[src/rtl/spi_xfer_scheduler.sv]
// Round-robin scheduler sharing one SPI master among N_SLV requesters (requester i -> slave i).
// Optional watchdog with rsp_err output: define SPI_XFER_SCHED_TIMEOUT_EN.
module spi_xfer_scheduler #(
  parameter int n        = 8,
  parameter int N_SLV    = 3,
  parameter int LOAD_CYC = 4,
  parameter int TIMEOUT  = 1023
) (
  input  logic                       clk,
  input  logic                       rst,
  input  logic [N_SLV-1:0]           req,
  input  logic [N_SLV*n-1:0]         tx_data,
  output logic [N_SLV-1:0]           grant,
  output logic [N_SLV-1:0]           sel,
  output logic                       load,
  output logic [n-1:0]               data_in,
  input  logic                       enOut,
  input  logic [n-1:0]               data_out_master,
  output logic                       rsp_valid,
  output logic [$clog2(N_SLV)-1:0]   rsp_id,
  output logic [n-1:0]               rsp_data,
  output logic                       busy
`ifdef SPI_XFER_SCHED_TIMEOUT_EN
  ,
  output logic                       rsp_err
`endif
);

  localparam int IDW     = $clog2(N_SLV);
  localparam int CNT_MAX = (LOAD_CYC > TIMEOUT) ? LOAD_CYC : TIMEOUT;
  localparam int CW      = $clog2(CNT_MAX + 1);

  typedef enum logic [1:0] {IDLE, LOAD, XFER, RESP} state_t;

  state_t            state_q, state_d;
  logic [N_SLV-1:0]  grant_q, grant_d;
  logic [N_SLV-1:0]  sel_q, sel_d;
  logic              load_q, load_d;
  logic [n-1:0]      data_in_q, data_in_d;
  logic              rsp_valid_q, rsp_valid_d;
  logic [IDW-1:0]    rsp_id_q, rsp_id_d;
  logic [n-1:0]      rsp_data_q, rsp_data_d;
  logic              busy_q, busy_d;
  logic [IDW-1:0]    rr_ptr_q, rr_ptr_d;
  logic [CW-1:0]     cnt_q, cnt_d;
  logic              enOut_q;
  logic              done;
  logic              hi_found;
  logic [IDW-1:0]    hi_idx, lo_idx, pick_idx;
`ifdef SPI_XFER_SCHED_TIMEOUT_EN
  logic              err_q, err_d;
`endif

  assign done = enOut & ~enOut_q;

  // Scanning downward leaves the lowest set index: hi_* restricted to >= rr_ptr, lo_* unrestricted (wrap).
  always_comb begin
    hi_found = 1'b0;
    hi_idx   = '0;
    lo_idx   = '0;
    for (int unsigned k = N_SLV; k > 0; k--) begin
      if (req[k-1]) begin
        lo_idx = IDW'(k - 1);
        if ((k - 1) >= 32'(rr_ptr_q)) begin
          hi_found = 1'b1;
          hi_idx   = IDW'(k - 1);
        end
      end
    end
    pick_idx = hi_found ? hi_idx : lo_idx;
  end

  always_comb begin
    state_d     = state_q;
    grant_d     = '0;
    sel_d       = sel_q;
    load_d      = 1'b0;
    data_in_d   = data_in_q;
    rsp_valid_d = 1'b0;
    rsp_id_d    = rsp_id_q;
    rsp_data_d  = rsp_data_q;
    rr_ptr_d    = rr_ptr_q;
    cnt_d       = cnt_q;
`ifdef SPI_XFER_SCHED_TIMEOUT_EN
    err_d       = err_q;
`endif
    unique case (state_q)
      IDLE: begin
        if (|req) begin
          grant_d   = N_SLV'(1) << pick_idx;
          sel_d     = N_SLV'(1) << pick_idx;
          data_in_d = tx_data[pick_idx*n +: n];
          rsp_id_d  = pick_idx;
          rr_ptr_d  = (pick_idx == IDW'(N_SLV - 1)) ? '0 : pick_idx + IDW'(1);
          cnt_d     = '0;
          load_d    = 1'b1;
          state_d   = LOAD;
        end
      end
      LOAD: begin
        if (cnt_q == CW'(LOAD_CYC - 1)) begin
          cnt_d   = '0;
          state_d = XFER;
        end else begin
          cnt_d  = cnt_q + CW'(1);
          load_d = 1'b1;
        end
      end
      XFER: begin
        if (done) begin
          rsp_data_d  = data_out_master;
          rsp_valid_d = 1'b1;
          state_d     = RESP;
`ifdef SPI_XFER_SCHED_TIMEOUT_EN
          err_d       = 1'b0;
        end else if (cnt_q == CW'(TIMEOUT - 1)) begin
          rsp_data_d  = '1;
          rsp_valid_d = 1'b1;
          err_d       = 1'b1;
          state_d     = RESP;
        end else begin
          cnt_d = cnt_q + CW'(1);
`endif
        end
      end
      RESP: begin
        sel_d   = '0;
        state_d = IDLE;
`ifdef SPI_XFER_SCHED_TIMEOUT_EN
        err_d   = 1'b0;
`endif
      end
      default: state_d = IDLE;
    endcase
    busy_d = (state_d != IDLE);
  end

  always_ff @(posedge clk or posedge rst) begin
    if (rst) begin
      state_q     <= IDLE;
      grant_q     <= '0;
      sel_q       <= '0;
      load_q      <= 1'b0;
      data_in_q   <= '0;
      rsp_valid_q <= 1'b0;
      rsp_id_q    <= '0;
      rsp_data_q  <= '0;
      busy_q      <= 1'b0;
      rr_ptr_q    <= '0;
      cnt_q       <= '0;
      enOut_q     <= 1'b0;
`ifdef SPI_XFER_SCHED_TIMEOUT_EN
      err_q       <= 1'b0;
`endif
    end else begin
      state_q     <= state_d;
      grant_q     <= grant_d;
      sel_q       <= sel_d;
      load_q      <= load_d;
      data_in_q   <= data_in_d;
      rsp_valid_q <= rsp_valid_d;
      rsp_id_q    <= rsp_id_d;
      rsp_data_q  <= rsp_data_d;
      busy_q      <= busy_d;
      rr_ptr_q    <= rr_ptr_d;
      cnt_q       <= cnt_d;
      enOut_q     <= enOut;
`ifdef SPI_XFER_SCHED_TIMEOUT_EN
      err_q       <= err_d;
`endif
    end
  end

  assign grant     = grant_q;
  assign sel       = sel_q;
  assign load      = load_q;
  assign data_in   = data_in_q;
  assign rsp_valid = rsp_valid_q;
  assign rsp_id    = rsp_id_q;
  assign rsp_data  = rsp_data_q;
  assign busy      = busy_q;
`ifdef SPI_XFER_SCHED_TIMEOUT_EN
  assign rsp_err   = err_q;
`endif

endmodule

[config.mk]
export PLATFORM = sky130hd
export DESIGN_NAME = spi_xfer_scheduler
export DESIGN_NICKNAME = d
export VERILOG_FILES = /design/src/rtl/spi_xfer_scheduler.sv
export SDC_FILE = /design/constraint.sdc
export NUM_CORES = 1
export LEC_CHECK = 0
export BUFFER_PORTS_ARGS = -buffer_cell sky130_fd_sc_hd__buf_4
export CAP_MARGIN = 40
export CORE_MARGIN = 4
export CORE_UTILIZATION = 49
export DETAILED_ROUTE_END_ITERATION = 6
export PLACE_DENSITY = 0.88
export REMOVE_ABC_BUFFERS = 1
export SLEW_MARGIN = 30
export SYNTH_ARGS = -nofsm -noshare
export SYNTH_HDL_FRONTEND = slang
export SYNTH_SLANG_ARGS = --single-unit
[constraint.sdc]
create_clock -name clk -period 2.32 [get_ports clk]
set_input_delay 0.116 -clock clk [delete_from_list [all_inputs] [get_ports clk]]
set_output_delay 0.116 -clock clk [all_outputs]
set_load 0.005 [all_outputs]
==> impl_metrics.yaml, run 1 <==
clock_tree:
  cts_setup_buffers: 0
  cts_root_buf: "clkbuf_8"
  cts_tree: "built"
  cts_max_level: 2
  cts_sinks: 42
  clk_latency_ns: 0.30
  cts_max_path_buffers: 2
  clkTransAtPathRegs_ns: 0.08
  cts_buffers: 5
grt:
  grt_use_met1: 0.231
  antenna_found_initial: 0
  grt_pass1_vias: 1624
  grt-ovfl-total: 0
  grt_use_total: 0.187
  top_usage_layer: "met2"
  grt_use_met3: 0.0633
  grt_pass1_wl_mm: 7.38
  grt_start_max_net_pins: 43
  met2_usage: 0.311
setup_path:
  cp_max_fo: 7
  arrival_ns: 2.12
  regToRegSetupSlack_ns: 0.37
  r2r_cells: 6
  reg2reg_to: "cnt_q[5]$_DFFE_PP0P_"
  critPathLaunchType: "flop"
  endpoint_kind: "flop"
  critPathKind: "reg2reg"
  crit_required_ns: 2.49
  r2r_start: "cnt_q[0]$_DFFE_PP0P_"
sta:
  clock_skew_ns: 0.00817
  tightestPinTransition_ns: 0.504
  min_period_ns: 1.95
  setup_ws_ns: 0.368
  slew_viol_final: 0
  slew_headroom: 0.664
  fmax_mhz: 512
  tns_ns: 0
  setup_violations: 0
  hold_viol: 0
  finalCritPeriodShare: 0.841
  rsz0062_at_grt: "no"
floorplanning:
  die_h_um: 70.3
  die_area_mm2: 0.00494
  io_pins: 65
  fp.dieW_um: 70.3
  initial_utilization: 0.511
  core_area_mm2: 0.00372
  std_cell_rows: 22
logic_synthesis:
  syn_area_mm2: 0.00190
  synthDistinctLibCells: 38
  synth_top_area_cell: "dfrtp_1"
  synth_cells: 177
  syn_avg_cell_area_um2: 10.7
  synth_seq_cells: 42
  synth_area_leaders: "dfrtp_1, mux2_2, nand2_1"
  seq_area_frac_synth: 0.553
  synth-warning-count: 0
  yosysTopAreaCellShare: 0.553
finish:
  drive_gt1_frac: 0.375
  final_core_util: 0.694
  multi_input_area_um2: 803
  area_growth_pct: 35.7
  layout.nets: 289
  nFillCells: 292
  antennaDiodeCount: 0
  final-seq-area_mm2: 0.00105
detailed_routing:
  firstDrtPassIters: 4
  viasPerCell: 5.38
  drc_errors: 0
  via_count: 1608
  ant_nets: 0
  drt_wl_total_mm: 4.43
  wire_per_inst_um: 14.8
  drtIter0Drc: 59
min_path:
  holdPathEnd: "rsp_data[4]$_DFFE_PP0P_"
  worstHoldStart: "data_out_master[4]"
  hold_class: "in2reg"
  whs_path_depth: 2
job:
  drv_cap: 0
power_and_ir_drop:
  irDropWorstVdd_v: 0.000813
  powerDensity_mw_per_mm2: 1100
  leakage_uw: 0.00124
placed_design:
  numPortBuffers: 64
  gp_congestion: 0.805
  place_ws_ns: 0.378
  dp_hpwl_mm: 3.29
outcome:
  status: "finished, final reports clean"
how the worst max path moves through the flow:
stage | from | end | slack, ns | cells past startpoint
after floorplan | state_q[0]$_DFF_PP0_ | rsp_data[0]$_DFFE_PP0P_ | 0.44 | 3
after global placement | cnt_q[0]$_DFFE_PP0P_ | cnt_q[5]$_DFFE_PP0P_ | 0.47 | 6
after detailed placement | cnt_q[0]$_DFFE_PP0P_ | cnt_q[5]$_DFFE_PP0P_ | 0.38 | 6
after CTS | cnt_q[0]$_DFFE_PP0P_ | cnt_q[5]$_DFFE_PP0P_ | 0.36 | 6
after global routing | cnt_q[0]$_DFFE_PP0P_ | cnt_q[5]$_DFFE_PP0P_ | 0.22 | 6
final | cnt_q[0]$_DFFE_PP0P_ | cnt_q[5]$_DFFE_PP0P_ | 0.37 | 6
placed cells by master, fill, tap and decap left out, types with 2 or more instances in the layout:
cell	Yosys	layout
nand2_1	22	22
clkbuf_8	0	6
inv_1	4	4
nor2b_1	4	4
dlygate4sd3_1	0	2
buf_4	0	71
a21oi_1	3	3
dfrtp_1	42	42
mux2_2	8	8
nand2b_1	4	4
o21ai_0	12	12
nor3_1	2	2
a21o_1	3	3
o31ai_1	4	4
nor2_1	7	7
nand4_1	3	3
a31oi_1	3	3
nand3_1	12	12
mux2i_1	8	8
o21ai_1	3	3
and3_1	2	2
o211ai_1	7	7
final cells by class:
type                    count  area share
clock inverters             2     0.00485
repair buffers             73       0.215
inverters                   4     0.00583
multi-input cells         124       0.312
clock buffers               6      0.0320
flip-flops and latches     42       0.408
well taps                  48      0.0233
cell families after synthesis:
group / after synthesis / synth area share
simple gates: 66 / 0.177
flops: 42 / 0.553
compound gates: 39 / 0.141
mux: 16 / 0.0896
buf+inv: 11 / 0.0237
xor+xnor: 2 / 0.00922
fa+ha+maj: 1 / 0.00659
metrics by stage:
stage                     total power (uW)  cells  instance area [um^2]  hold slack (ns)
after CTS                             2870    299                  2580           0.0378
after detailed placement              2370    289                  2460            0.241
after floorplan                       1770    170                  1870            0.147
after global routing                  3060    299                  2580           0.0446
after global placement                2310    289                  2460            0.235
final                                 2830    299                  2580           0.0511
power breakdown:
part	total [uW]	internal [uW]	switching, uW	leakage, uW
sequential	1170	995	180	0.000534
clock	484	239	245	0.0000472
combinational	1170	603	571	0.000657
timing repair:
item	CTS	global route
hold endpoints to repair	43	0
hold buffers	2	0
resized for setup	0	0
cells in the mapped netlist, drive strengths merged:
library cell	count
inv	4
o41ai	2
o211ai	7
or4	1
mux2i	8
and3	2
nor3b	1
or3	1
or3b	1
o21ai	15
nand3	12
nand2b	4
mux2	8
clkbuf	4
nand2	23
nand4	3
and2	2
a21oi	3
nor3	3
nor2b	4
xnor2	1
buf	3
dfrtp	42
ha	1
or2	2
a31oi	3
o21a	1
nor2	7
o31ai	5
xor2	1
a21o	3
critical path: stages, from the launching register on:
cell and delay, ns:
dfrtp_1 0.43, ha_1 0.25, or3b_2 0.51, o31ai_4 0.34, nor2b_1 0.09, o21ai_1 0.12
o31ai_1 0.09
routing by layer:
metal | vias to the layer above | wire length, um
li1 | 776 | -
met1 | 771 | 1900
met2 | 57 | 2170
met3 | 4 | 321
met4 | 0 | 42
met5 | - | 0
flip-flops by register name, summed over array words and instances, names as in the netlist:
signal     count
state_q        2
load           1
cnt_q         10
enOut_q        1
rsp_valid      1
rsp_id         2
data_in        8
rsp_data       8
grant          3
rr_ptr_q       2
sel            3
busy           1
(Power assumes the default switching activity.)
==> run 2: changes to the inputs <==
- ABC_AREA: unset -> 1
- CORE_UTILIZATION: 49 -> 46
- PLACE_DENSITY: 0.88 -> 0.86
- clock period: 2.32 -> 1.7 ns (I/O delays scaled with it)
==> impl_metrics.yaml, run 2 <==
outcome:
  status: "complete, but fails checks"
  violations: "hold timing"
setup_path:
  crit_buf_inv: 1
  critical_path.slowest_cell: "dfrtp_1"
  arrival_ns: 1.64
  cp_max_fo: 11
  cpMostUsedCell: "nand2_1"
  critPathLaunchType: "flop"
  crit_required_ns: 1.86
  critPathKind: "reg2reg"
  slowest_delay_ns: 0.39
  crit_family: "simple AND/OR/NAND/NOR gates"
  worstPathCellList: "nor2_1 -> nand2_1 -> nand2_1 -> inv_1 -> nand2_1 -> o21ai_0"
  endpoint_kind: "flop"
floorplanning:
  die_area_mm2: 0.00563
  core_area_mm2: 0.00435
  fp.dieW_um: 75.1
  std_cell_rows: 24
  initial_utilization: 0.475
  io_pins: 65
  die_h_um: 75.1
sta:
  tightestPinTransition_ns: 0.502
  min_period_ns: 1.48
  rsz0062_at_grt: "no"
  setup_violations: 0
  tns_ns: 0
  slew_viol_final: 0
  timing.hold.ws_ns: -0.000516
  hold_viol: 1
  clock_skew_ns: 0.00544
  slew_headroom: 0.665
  finalCritPeriodShare: 0.870
  fmax_mhz: 676
  setup_ws_ns: 0.220
power_and_ir_drop:
  power_uw: 4040
  irDropWorstVdd_v: 0.00100
  leakage_uw: 0.00155
  powerDensity_mw_per_mm2: 1440
detailed_routing:
  viasPerCell: 4.97
  firstDrtPassIters: 5
  via_count: 1987
  drc_errors: 0
  ant_nets: 0
  drtIter0Drc: 140
  drt_wl_total_mm: 5.04
  wire_per_inst_um: 12.6
logic_synthesis:
  ys_async_sr_fraction: 1.00
  synthDistinctLibCells: 26
  yosysTopAreaCellShare: 0.508
  post-synth-top-count-cell: "nand2_1"
  synth-edff-count: 0
  syn_area_mm2: 0.00207
  synth_common_cells: "nand2_1, inv_1, dfrtp_1"
  seq_area_frac_synth: 0.508
  synth_flop_cell: "dfrtp_1"
  synth_cells: 267
  synth_seq_cells: 42
  synth_area_leaders: "dfrtp_1, nand2_1, inv_1"
  synth-warning-count: 0
  synth_top_area_cell: "dfrtp_1"
  syn_avg_cell_area_um2: 7.75
finish:
  nFillCells: 361
  multi_input_area_um2: 828
  final-seq-area_mm2: 0.00105
  antennaDiodeCount: 0
  layout.nets: 387
  area_growth_pct: 35.1
  final_common_cell: "nand2_1"
  drive_gt1_frac: 0.239
  regMostFlops: "cnt_q"
  final_cell_mix: "nand2_1, buf_4, inv_1"
  largest_reg_flops: 10
grt:
  grt_use_total: 0.186
  grt_pass1_wl_mm: 8.13
  antenna_found_initial: 0
  grt-ovfl-total: 0
  grt_pass1_vias: 1861
  grt_start_max_net_pins: 43
clock_tree:
  cts_root_buf: "clkbuf_8"
  cts_sinks: 42
  cts_max_level: 2
  cts_max_path_buffers: 2
  cts_buffers: 5
  clkTransAtPathRegs_ns: 0.07
  cts_tree: "built"
  clk_latency_ns: 0.29
  cts_setup_buffers: 0
min_path:
  hold_class: "in2reg"
placed_design:
  gp_congestion: 0.846
  dp_hpwl_mm: 3.61
  numPortBuffers: 64
  place_ws_ns: 0.241
job:
  drv_cap: 0
[run 2: stage by stage]
stage | instances | instance area, um^2 | hold slack, ns | util
2_1_floorplan | 264 | 2050 | 0.116 | -
6_report | 400 | 2800 | -0.000516 | 0.642
3_5_place_dp | 385 | 2640 | 0.205 | 0.605
3_3_place_gp | 385 | 2640 | 0.205 | 0.605
5_1_grt | 400 | 2800 | 0.0148 | 0.642
4_1_cts | 400 | 2800 | 0.00181 | 0.642
[run 2: routing by layer]
metal,vias to the layer above,share of wire,global-route usage
met1,916,0.41,0.238
li1,985,-,-
met2,72,0.51,0.314
met4,0,0.020,0.0613
met3,14,0.056,0.0374
met5,-,0,0
[run 2: timing repair]
action	in CTS	in global routing
endpoints found under the hold margin	49	0
hold buffers	8	0
gates resized for setup	0	0
[run 2: final cells by class]
type                            count  area share
Multi-Input combinational cell    176       0.296
Sequential cell                    42       0.376
Tap cell                           52      0.0233
Timing Repair Buffer               77       0.214
Inverter                           46      0.0618
Clock buffer                        6      0.0260
Clock inverter                      1     0.00269
[run 2: final timing paths]
check | cells after the start | endpoint | slack (ns) | start
worst min register to register | 2 | rsp_id[1]$_DFFE_PP0P_ | 0.49 | rsp_id[1]$_DFFE_PP0P_
min in group asynchronous | 4 | cnt_q[8]$_DFFE_PP0P_ | 0.47 | rst
worst max register to register | 6 | sel[1]$_DFFE_PP0P_ | 0.22 | rr_ptr_q[1]$_DFFE_PP0P_
max in group asynchronous | 4 | grant[0]$_DFF_PP0_ | 0.88 | rst
worst max-delay path | 6 | sel[1]$_DFFE_PP0P_ | 0.22 | rr_ptr_q[1]$_DFFE_PP0P_
worst min-delay path | 3 | rsp_data[7]$_DFFE_PP0P_ | -0.0005 | data_out_master[7]
[run 2: worst reg2reg max path, delay by kind of cell, from the launching register on]
family | cells | cell delay (ns)
DFF | 1 | 0.39
buffers and inverters | 1 | 0.07
AOI/OAI and AO/OA | 1 | 0.11
and+or+nand+nor | 4 | 0.78
[run 2: cells by family after synthesis]
group | count (synthesis) | share of synthesized area
compound gates | 15 | 0.0454
xor+xnor | 5 | 0.0212
fa+ha+maj | 1 | 0.00605
buf+inv | 49 | 0.0913
flops | 42 | 0.508
simple gates | 155 | 0.328
[run 2: power by group]
part	total [uW]	switching (uW)	leakage, uW	internal, uW
clock network	605	323	0.0000373	281
registers	1610	235	0.000536	1370
logic	1830	1000	0.000978	824
total	4040	1560	0.00155	2480
